### config.mk
export PLATFORM = sky130hd
export DESIGN_NAME = hb_dec_tap_sequencer
export DESIGN_NICKNAME = d
export VERILOG_FILES = /design/src/rtl/hb_dec_tap_sequencer.sv
export SDC_FILE = /design/constraint.sdc
export NUM_CORES = 1
export LEC_CHECK = 0
export BUFFER_PORTS_ARGS = -buffer_cell sky130_fd_sc_hd__buf_2
export CAP_MARGIN = 0
export CORE_ASPECT_RATIO = 1.25
export CORE_MARGIN = 2
export CORE_UTILIZATION = 45
export DETAILED_ROUTE_END_ITERATION = 10
export HOLD_SLACK_MARGIN = 0.05
export PLACE_DENSITY = 0.78
export SLEW_MARGIN = 10
export SYNTH_ARGS = -nofsm -noshare
export SYNTH_HDL_FRONTEND = slang
export SYNTH_SLANG_ARGS = --single-unit
export TNS_END_PERCENT = 1
### constraint.sdc
create_clock -name clock -period 5.35 [get_ports clock]
set_input_delay 0.535 -clock clock [delete_from_list [all_inputs] [get_ports clock]]
set_output_delay 0.535 -clock clock [all_outputs]
set_load 0.005 [all_outputs]
### src/rtl/hb_dec_tap_sequencer.sv
// Halfband decimator tap sequencer: writes samples into a circular RAM and, on every
// second sample, bursts symmetric tap-pair read addresses with MAC alignment flags.
module hb_dec_tap_sequencer #(
   parameter int unsigned WIDTH  = 16,
   parameter int unsigned AWIDTH = 5,
   parameter int unsigned NPAIRS = 8,
   localparam int unsigned KW    = (NPAIRS > 1) ? $clog2(NPAIRS) : 1
) (
   input  logic              clock,
   input  logic              reset,
   input  logic              enable,
   input  logic              strobe_in,
   input  logic [WIDTH-1:0]  data_in,
   output logic              write,
   output logic [AWIDTH-1:0] wr_addr,
   output logic [WIDTH-1:0]  wr_data,
   output logic [AWIDTH-1:0] rd_addr1,
   output logic [AWIDTH-1:0] rd_addr2,
   output logic [AWIDTH-1:0] center_addr,
   output logic [KW-1:0]     coeff_idx,
   output logic              rd_valid,
   output logic              rd_first,
   output logic              rd_last,
   output logic              sum_valid,
   output logic              sum_first,
   output logic              sum_last,
   output logic              busy,
   output logic              overrun
);
   localparam int unsigned  SPAN   = 4 * NPAIRS - 2;
   localparam int unsigned  CENTER = 2 * NPAIRS - 1;
   localparam logic [KW-1:0] K_LAST = KW'(NPAIRS - 1);

   typedef enum logic {IDLE, RUN} state_t;

   state_t              state_q,       state_d;
   logic [AWIDTH-1:0]   ptr_q,         ptr_d;
   logic [AWIDTH-1:0]   newest_q,      newest_d;
   logic                phase_q,       phase_d;
   logic                write_q,       write_d;
   logic [AWIDTH-1:0]   wr_addr_q,     wr_addr_d;
   logic [WIDTH-1:0]    wr_data_q,     wr_data_d;
   logic [AWIDTH-1:0]   rd_addr1_q,    rd_addr1_d;
   logic [AWIDTH-1:0]   rd_addr2_q,    rd_addr2_d;
   logic [AWIDTH-1:0]   center_addr_q, center_addr_d;
   logic [KW-1:0]       coeff_idx_q,   coeff_idx_d;
   logic                rd_valid_q,    rd_valid_d;
   logic                rd_first_q,    rd_first_d;
   logic                rd_last_q,     rd_last_d;
   logic                sum_valid_q,   sum_valid_d;
   logic                sum_first_q,   sum_first_d;
   logic                sum_last_q,    sum_last_d;
   logic                busy_q,        busy_d;
   logic                overrun_q,     overrun_d;

   logic                accept;
   logic                trigger;
   logic [KW-1:0]       k_nxt;
   logic [AWIDTH-1:0]   two_k;

   always_comb begin
      state_d       = state_q;
      ptr_d         = ptr_q;
      newest_d      = newest_q;
      phase_d       = phase_q;
      write_d       = 1'b0;
      wr_addr_d     = wr_addr_q;
      wr_data_d     = wr_data_q;
      rd_addr1_d    = rd_addr1_q;
      rd_addr2_d    = rd_addr2_q;
      center_addr_d = center_addr_q;
      coeff_idx_d   = coeff_idx_q;
      rd_valid_d    = rd_valid_q;
      rd_first_d    = rd_first_q;
      rd_last_d     = rd_last_q;
      busy_d        = busy_q;
      overrun_d     = overrun_q;
      // Sum flags are the read flags one clock later, independent of enable.
      sum_valid_d   = rd_valid_q;
      sum_first_d   = rd_first_q;
      sum_last_d    = rd_last_q;

      accept  = strobe_in & enable;
      trigger = accept & phase_q;
      k_nxt   = rd_valid_q ? coeff_idx_q + KW'(1) : '0;
      two_k   = AWIDTH'({k_nxt, 1'b0});

      if (accept) begin
         write_d   = 1'b1;
         wr_addr_d = ptr_q;
         wr_data_d = data_in;
         ptr_d     = ptr_q + AWIDTH'(1);
         phase_d   = ~phase_q;
      end

      if (!enable) begin
         state_d       = IDLE;
         phase_d       = 1'b0;
         busy_d        = 1'b0;
         rd_valid_d    = 1'b0;
         rd_first_d    = 1'b0;
         rd_last_d     = 1'b0;
         rd_addr1_d    = '0;
         rd_addr2_d    = '0;
         center_addr_d = '0;
         coeff_idx_d   = '0;
      end else begin
         case (state_q)
            IDLE: begin
               if (trigger) begin
                  state_d  = RUN;
                  newest_d = ptr_q;
                  busy_d   = 1'b1;
               end
            end
            RUN: begin
               if (trigger) overrun_d = 1'b1;
               if (rd_valid_q && coeff_idx_q == K_LAST) begin
                  state_d       = IDLE;
                  busy_d        = 1'b0;
                  rd_valid_d    = 1'b0;
                  rd_first_d    = 1'b0;
                  rd_last_d     = 1'b0;
                  rd_addr1_d    = '0;
                  rd_addr2_d    = '0;
                  center_addr_d = '0;
                  coeff_idx_d   = '0;
               end else begin
                  rd_valid_d    = 1'b1;
                  coeff_idx_d   = k_nxt;
                  rd_first_d    = (k_nxt == '0);
                  rd_last_d     = (k_nxt == K_LAST);
                  rd_addr1_d    = newest_q - two_k;
                  rd_addr2_d    = newest_q - AWIDTH'(SPAN) + two_k;
                  center_addr_d = newest_q - AWIDTH'(CENTER);
               end
            end
            default: state_d = IDLE;
         endcase
      end
   end

   always_ff @(posedge clock or posedge reset) begin
      if (reset) begin
         state_q       <= IDLE;
         ptr_q         <= '0;
         newest_q      <= '0;
         phase_q       <= 1'b0;
         write_q       <= 1'b0;
         wr_addr_q     <= '0;
         wr_data_q     <= '0;
         rd_addr1_q    <= '0;
         rd_addr2_q    <= '0;
         center_addr_q <= '0;
         coeff_idx_q   <= '0;
         rd_valid_q    <= 1'b0;
         rd_first_q    <= 1'b0;
         rd_last_q     <= 1'b0;
         sum_valid_q   <= 1'b0;
         sum_first_q   <= 1'b0;
         sum_last_q    <= 1'b0;
         busy_q        <= 1'b0;
         overrun_q     <= 1'b0;
      end else begin
         state_q       <= state_d;
         ptr_q         <= ptr_d;
         newest_q      <= newest_d;
         phase_q       <= phase_d;
         write_q       <= write_d;
         wr_addr_q     <= wr_addr_d;
         wr_data_q     <= wr_data_d;
         rd_addr1_q    <= rd_addr1_d;
         rd_addr2_q    <= rd_addr2_d;
         center_addr_q <= center_addr_d;
         coeff_idx_q   <= coeff_idx_d;
         rd_valid_q    <= rd_valid_d;
         rd_first_q    <= rd_first_d;
         rd_last_q     <= rd_last_d;
         sum_valid_q   <= sum_valid_d;
         sum_first_q   <= sum_first_d;
         sum_last_q    <= sum_last_d;
         busy_q        <= busy_d;
         overrun_q     <= overrun_d;
      end
   end

   assign write       = write_q;
   assign wr_addr     = wr_addr_q;
   assign wr_data     = wr_data_q;
   assign rd_addr1    = rd_addr1_q;
   assign rd_addr2    = rd_addr2_q;
   assign center_addr = center_addr_q;
   assign coeff_idx   = coeff_idx_q;
   assign rd_valid    = rd_valid_q;
   assign rd_first    = rd_first_q;
   assign rd_last     = rd_last_q;
   assign sum_valid   = sum_valid_q;
   assign sum_first   = sum_first_q;
   assign sum_last    = sum_last_q;
   assign busy        = busy_q;
   assign overrun     = overrun_q;

endmodule

==> results.ini, run 1 <==
[worst_setup_path]
r2r-start = coeff_idx[0]
cp_slowest_cell = fa_1
path_max_fanout = 5
crit_arrival_ns = 2.48
r2r-end = rd_addr2[4]
path_class = flip-flop to flip-flop
path_common_cell = ha_1
cpPeakStageDelay_ns = 0.46
r2r_setup_slack_ns = 3.07
end_kind = flip-flop
worst-endpoint-required_ns = 5.55
path_cells = ha_1 > ha_1 > nand2_1 > ha_1 > fa_1 > xnor2_1 > o21ai_0
start_kind = flip-flop
reg2reg_depth = 7

[timing]
worst_pin_slew_ns = 0.7134
fin_crit_sh = 0.4256
finalHoldViolations = 0
slew_violations = 0
period_minus_slack_ns = 2.277
fin_skew_ns = 0.009246
clock.fmax_mhz = 439.2
setup_violations = 0
whs_ns = 0.3845
relSlewSlack = 0.5244
setup_tns_ns = 0
rsz0062_at_grt = false

[grt]
grt_pass1_wl_microns = 8266
grt.total_usage = 0.1736
grt_start_max_net_pins = 60
grt_pass1_vias = 1888
antenna_found_initial = 0
grt-ovfl-total = 0

[final_layout]
area_growth_pct = 23.67
finalInstanceArea_sq_um = 3118
fillCellCount = 473
ff_latch_area_sq_um = 1476
multiInputGateArea_sq_um = 950.9
final_nets = 346
diodes = 0
drive_above_1_share = 0.2902

[power_and_ir_drop]
switchingPower_mw = 0.3777
seqPwrFrac = 0.463
clkPwrFrac = 0.338
leakagePower_nw = 1.724
combPwrFrac = 0.199
report.power.total_mw = 1.308
power_density_nw_per_um2 = 419.6
p_int_mw = 0.9306
peakVddDrop_mv = 0.2386
sw_frac_of_total = 0.2887

[clock_tree]
clk_pin_slew_worst_paths_ns = 0.07
post_cts_buffers = 0
clock_path_buffers = 2
cts_tree = built
cts_root_buffer = clkbuf_8
cts_resized = 0
cts_inserted_buffers = 9
clock_sinks = 59
cts_hold_buf = 0
h-tree-depth = 3
clk_latency_ns = 0.34

[floorplanning]
start_util = 0.4664
die-area_sq_um = 6221
row_count = 30
core_area_sq_um = 5405
die_y_microns = 87.69
pin_count = 68
die_x_microns = 70.95

[routing]
num_vias = 1843
dr.pass1.iters = 4
drtIter0Drc = 105
drcViolationCount = 0
routedWlPerCell_microns = 12.72
via_per_inst = 4.837
antenna_left = 0
wirelength_microns = 4848

[yosys]
netlist_area_sq_um = 2521
syn_inst = 241
ys_warn_count = 0
yosysSeqAreaShare = 0.5856
synth_ff_type = dfrtp_1
async_flop_share = 1.000
synth_top_area_cell = dfrtp_1
synth_area_leaders = dfrtp_1 59%, nand2_1 13%, ha_1 6.0%
yosysTopAreaCellShare = 0.5856
synthDistinctLibCells = 30
synth_enable_flop_cells = 0
synth_area_per_cell_sq_um = 10.46
synth-seq-cells = 59
syn_nets = 275

[outcome]
status = finished, final reports clean

[place]
gp_congestion = 0.8538
dp_hpwl_microns = 3467
io_buffers = 67
post_dp_cell_area_sq_um = 2899

[worst_hold_path]
whs_path_depth = 3
hp-start = data_in[13]
min_to = wr_data[13]
hold_path_class = primary input to flip-flop

[flow_run]
maxCapViolCount = 0

==> power by group through the flow <==
stage	logic, mW	registers, mW	clock network, mW
3_3_place_gp	0.256	0.609	0
3_5_place_dp	0.265	0.614	0
4_1_cts	0.265	0.608	0.453
6_report	0.260	0.606	0.442
5_1_grt	0.299	0.619	0.476
2_1_floorplan	0.165	0.603	0
==> critical path: cells and delay by family, from the launching register on <==
kind | cells | cell delay (ns)
fa+ha+maj | 4 | 1.34
flops | 1 | 0.43
xor+xnor | 1 | 0.16
simple gates | 1 | 0.11
compound gates | 1 | 0.09
==> flip-flops by register name, summed over array words and instances (netlist names), 3 cells and up <==
| name | count |
|---|---|
| wr_data | 16 |
| rd_addr2 | 4 |
| ptr_q | 5 |
| rd_addr1 | 5 |
| newest_q | 5 |
| center_addr | 5 |
| wr_addr | 5 |
| coeff_idx | 3 |
==> layout by cell type (no fill, tap or decap) <==
cell | netlist | routed
a2111o_1 | 1 | 1
a21oi_1 | 3 | 3
a22o_1 | 5 | 5
a31o_2 | 1 | 1
and2_1 | 3 | 3
and2b_2 | 1 | 1
and3b_1 | 1 | 1
buf_2 | 2 | 67
buf_4 | 3 | 1
bufinv_16 | 0 | 2
clkbuf_1 | 2 | 2
clkbuf_8 | 0 | 10
clkinv_1 | 1 | 1
clkinv_2 | 0 | 1
clkinv_4 | 0 | 1
dfrtp_1 | 59 | 59
fa_1 | 2 | 2
ha_1 | 12 | 12
inv_1 | 12 | 11
inv_2 | 0 | 1
mux2_2 | 5 | 5
nand2_1 | 90 | 90
nand2_2 | 1 | 1
nand2b_1 | 1 | 1
nand3_1 | 5 | 5
nand3_4 | 1 | 1
nand3b_1 | 1 | 1
nand4_1 | 2 | 2
nor2_1 | 1 | 1
o211ai_1 | 1 | 1
o21ai_0 | 12 | 12
o41ai_1 | 1 | 1
xnor2_1 | 9 | 9
xor2_1 | 2 | 2
==> cell type report <==
type | count | share of cell area
well taps | 64 | 0.02568
inverters | 13 | 0.01565
clock buffers | 12 | 0.04655
multi-input cells | 161 | 0.3050
flip-flops and latches | 59 | 0.4735
repair buffers | 68 | 0.1100
clock inverters | 4 | 0.02368
==> cell usage after synthesis (2+ instances only) <==
cell type	number
nand2_1	90
dfrtp_1	59
ha_1	12
inv_1	12
o21ai_0	12
xnor2_1	9
a22o_1	5
mux2_2	5
nand3_1	5
a21oi_1	3
and2_1	3
buf_4	3
buf_2	2
clkbuf_1	2
fa_1	2
nand4_1	2
xor2_1	2
==> per-layer routing <==
| metal | GRT usage | up-vias | wire (microns) |
|---|---|---|---|
| met1 | 0.2002 | 852 | 2073 |
| met3 | 0.06674 | 10 | 298 |
| li1 | - | 913 | - |
| met2 | 0.2880 | 68 | 2365 |
| met4 | 0.07890 | 0 | 111 |
| met5 | 0 | - | 0 |
==> how the worst max path moves through the flow <==
stage | startpoint | slack (ns) | depth (start not counted) | end
after global routing | coeff_idx[0] | 2.91 | 7 | rd_addr2[4]
after CTS | coeff_idx[0] | 3.06 | 9 | rd_addr2[4]
after floorplan | coeff_idx[0] | 3.26 | 7 | rd_addr2[4]
final | coeff_idx[0] | 3.07 | 7 | rd_addr2[4]
after global placement | strobe_in | 3.08 | 4 | overrun
after detailed placement | strobe_in | 3.03 | 4 | overrun
==> kinds of logic (layout without fill, tap and decap cells) <==
kind of cell	count (synthesis)	in the layout	share of synthesized area
muxes	5	5	0.02233
AOI/OAI and AO/OA	24	24	0.06154
adders and majority gates	14	14	0.07543
xor gates and xnor gates	11	11	0.03822
and+or+nand+nor	107	107	0.1797
buffers and inverters	21	97	0.03722
DFF	59	59	0.5856
==> per-stage QoR <==
| stage | worst slack (ns) | utilization | std cells |
|---|---|---|---|
| floorplan | 3.256 | - | 241 |
| CTS | 3.064 | 0.5769 | 381 |
| finish | 3.073 | 0.5769 | 381 |
| global placement | 3.083 | 0.5363 | 365 |
| global route | 2.908 | 0.5769 | 381 |
| detailed placement | 3.025 | 0.5363 | 365 |
(Power assumes the default switching activity.)
==> inputs of run 2 (changes only) <==
--- a/config.mk
+++ b/config.mk
@@ -12,7 +12,7 @@
 export CORE_UTILIZATION = 45
 export DETAILED_ROUTE_END_ITERATION = 10
 export HOLD_SLACK_MARGIN = 0.05
-export PLACE_DENSITY = 0.78
+export PLACE_DENSITY = 0.81
 export SLEW_MARGIN = 10
 export SYNTH_ARGS = -nofsm -noshare
 export SYNTH_HDL_FRONTEND = slang
==> constraint.sdc (replaced) <==
create_clock -name clock -period 2 [get_ports clock]
set_input_delay 0.2 -clock clock [delete_from_list [all_inputs] [get_ports clock]]
set_output_delay 0.2 -clock clock [all_outputs]
set_load 0.005 [all_outputs]
==> results.ini, run 2 (synthesized netlist as in run 1, its figures left out) <==
[final_layout]
diodes = 0
drive_above_1_share = 0.3236
finalInstanceArea_sq_um = 3390
fillCellCount = 445
final_nets = 373
multiInputGateArea_sq_um = 1023
ff_latch_area_sq_um = 1476
largest_register_ffs = 16
final_cells = 407
area_growth_pct = 34.44
final_common_cell = nand2_1
mostFrequentLayoutCells = 88 x nand2_1, 67 x buf_2, 59 x dfrtp_1

[clock_tree]
cts_tree = built
clock_path_buffers = 2
clk_pin_slew_worst_paths_ns = 0.06
cts_inserted_buffers = 9
clk_latency_ns = 0.34
h-tree-depth = 3
clock_sinks = 59
cts_root_buffer = clkbuf_8

[worst_setup_path]
worst-endpoint-required_ns = 2.26
crit_arrival_ns = 2.25
end_kind = flip-flop
path_class = flip-flop to flip-flop
start_kind = flip-flop
path_max_fanout = 2

[timing]
worst_pin_slew_ns = 0.4761
fin_skew_ns = 0.003301
rsz0062_at_grt = true
finalHoldViolations = 0
slew_violations = 0
setup_violations = 0
relSlewSlack = 0.6821
clock.fmax_mhz = 501.0
period_minus_slack_ns = 1.996
fin_crit_sh = 0.9979

[power_and_ir_drop]
p_int_mw = 2.304
sw_frac_of_total = 0.3164
power_density_nw_per_um2 = 994.2
leakagePower_nw = 1.841
clkPwrFrac = 0.271
switchingPower_mw = 1.066
seqPwrFrac = 0.479
peakVddDrop_mv = 0.5058
combPwrFrac = 0.251

[floorplanning]
pin_count = 68
die-area_sq_um = 6221
die_x_microns = 70.95
core_area_sq_um = 5405
start_util = 0.4664
row_count = 30
die_y_microns = 87.69

[place]
post_dp_cell_area_sq_um = 2989
gp_congestion = 0.8837
placed_cells = 373
dp_hpwl_microns = 3688
io_buffers = 67

[grt]
grt_pass1_wl_microns = 9715
grt_start_max_net_pins = 39
grt_pass1_vias = 2031
grt-ovfl-total = 0
antenna_found_initial = 0
grt.total_usage = 0.2016

[routing]
wirelength_microns = 5854
drtIter0Drc = 114
routedWlPerCell_microns = 14.38
dr.pass1.iters = 4
antenna_left = 0
via_per_inst = 4.936
num_vias = 2009
drcViolationCount = 0

[outcome]
status = finished, final reports clean

[flow_run]
maxCapViolCount = 0

[worst_hold_path]
hold_path_class = primary input to flip-flop

## run 2: stage by stage
step                      total power, mW  setup WS (ns)  utilization  hold WS, ns  setup TNS [ns]
after CTS                           3.359        0.01240       0.6155       0.1179               0
after global placement              2.369        0.06897       0.5530       0.2335               0
after detailed placement            2.415       -0.02321       0.5530       0.2453        -0.02321
after global routing                3.592       -0.09232       0.6271       0.1770         -0.1430
final                               3.370       0.004131       0.6271       0.1362               0
after floorplan                     2.072       0.001640            -       0.3054               0
## run 2: worst max-delay path, cell delays in order, from the launching register on
cell	delay, ns
dfrtp_1	0.41
ha_4	0.28
nand2_2	0.07
ha_4	0.21
inv_1	0.06
ha_1	0.17
inv_2	0.05
fa_2	0.37
xnor2_2	0.14
o21ai_1	0.16
## run 2: layer usage
metal | GRT usage | routed length [microns] | vias up
li1 | - | - | 965
met4 | 0.08062 | 97 | 0
met2 | 0.3500 | 3054 | 68
met5 | 0 | 0 | -
met3 | 0.05639 | 313 | 12
met1 | 0.2374 | 2388 | 964
## run 2: final cells by class
type / instances / area share
clock buffers: 12 / 0.04282
clock inverters: 3 / 0.004430
inverters: 13 / 0.01440
multi-input cells: 161 / 0.3020
flip-flops and latches: 59 / 0.4356
well taps: 64 / 0.02362
repair buffers: 95 / 0.1772
## run 2: power groups by stage
stage	logic, mW	registers [mW]	clock network [mW]
after CTS	0.819	1.60	0.935
final	0.845	1.61	0.912
after global routing	0.965	1.64	0.983
after detailed placement	0.791	1.62	0
after floorplan	0.455	1.62	0
after global placement	0.757	1.61	0
## run 2: path summary, 6_finish.rpt
| kind | start | to | slack (ns) | depth (start not counted) |
|---|---|---|---|---|
| min in group asynchronous | reset | sum_valid | 0.42 | 3 |
| worst max-delay path | coeff_idx[1] | rd_addr2[4] | 0.004 | 9 |
| max in group asynchronous | reset | phase_q | 1.02 | 4 |
| worst max register to register | coeff_idx[1] | rd_addr2[4] | 0.004 | 9 |
| worst min-delay path | enable | busy | 0.14 | 3 |
| worst min register to register | rd_last | sum_last | 0.40 | 0 |
## run 2: timing repair
action / in CTS / in global routing
setup endpoints to repair: 1 / 3
buffers inserted: 1 / 1
pin swaps: 1 / 9
hold endpoints to repair: 37 / 0
gates cloned: 0 / 0
hold buffers: 17 / 0
resized for setup: 0 / 11
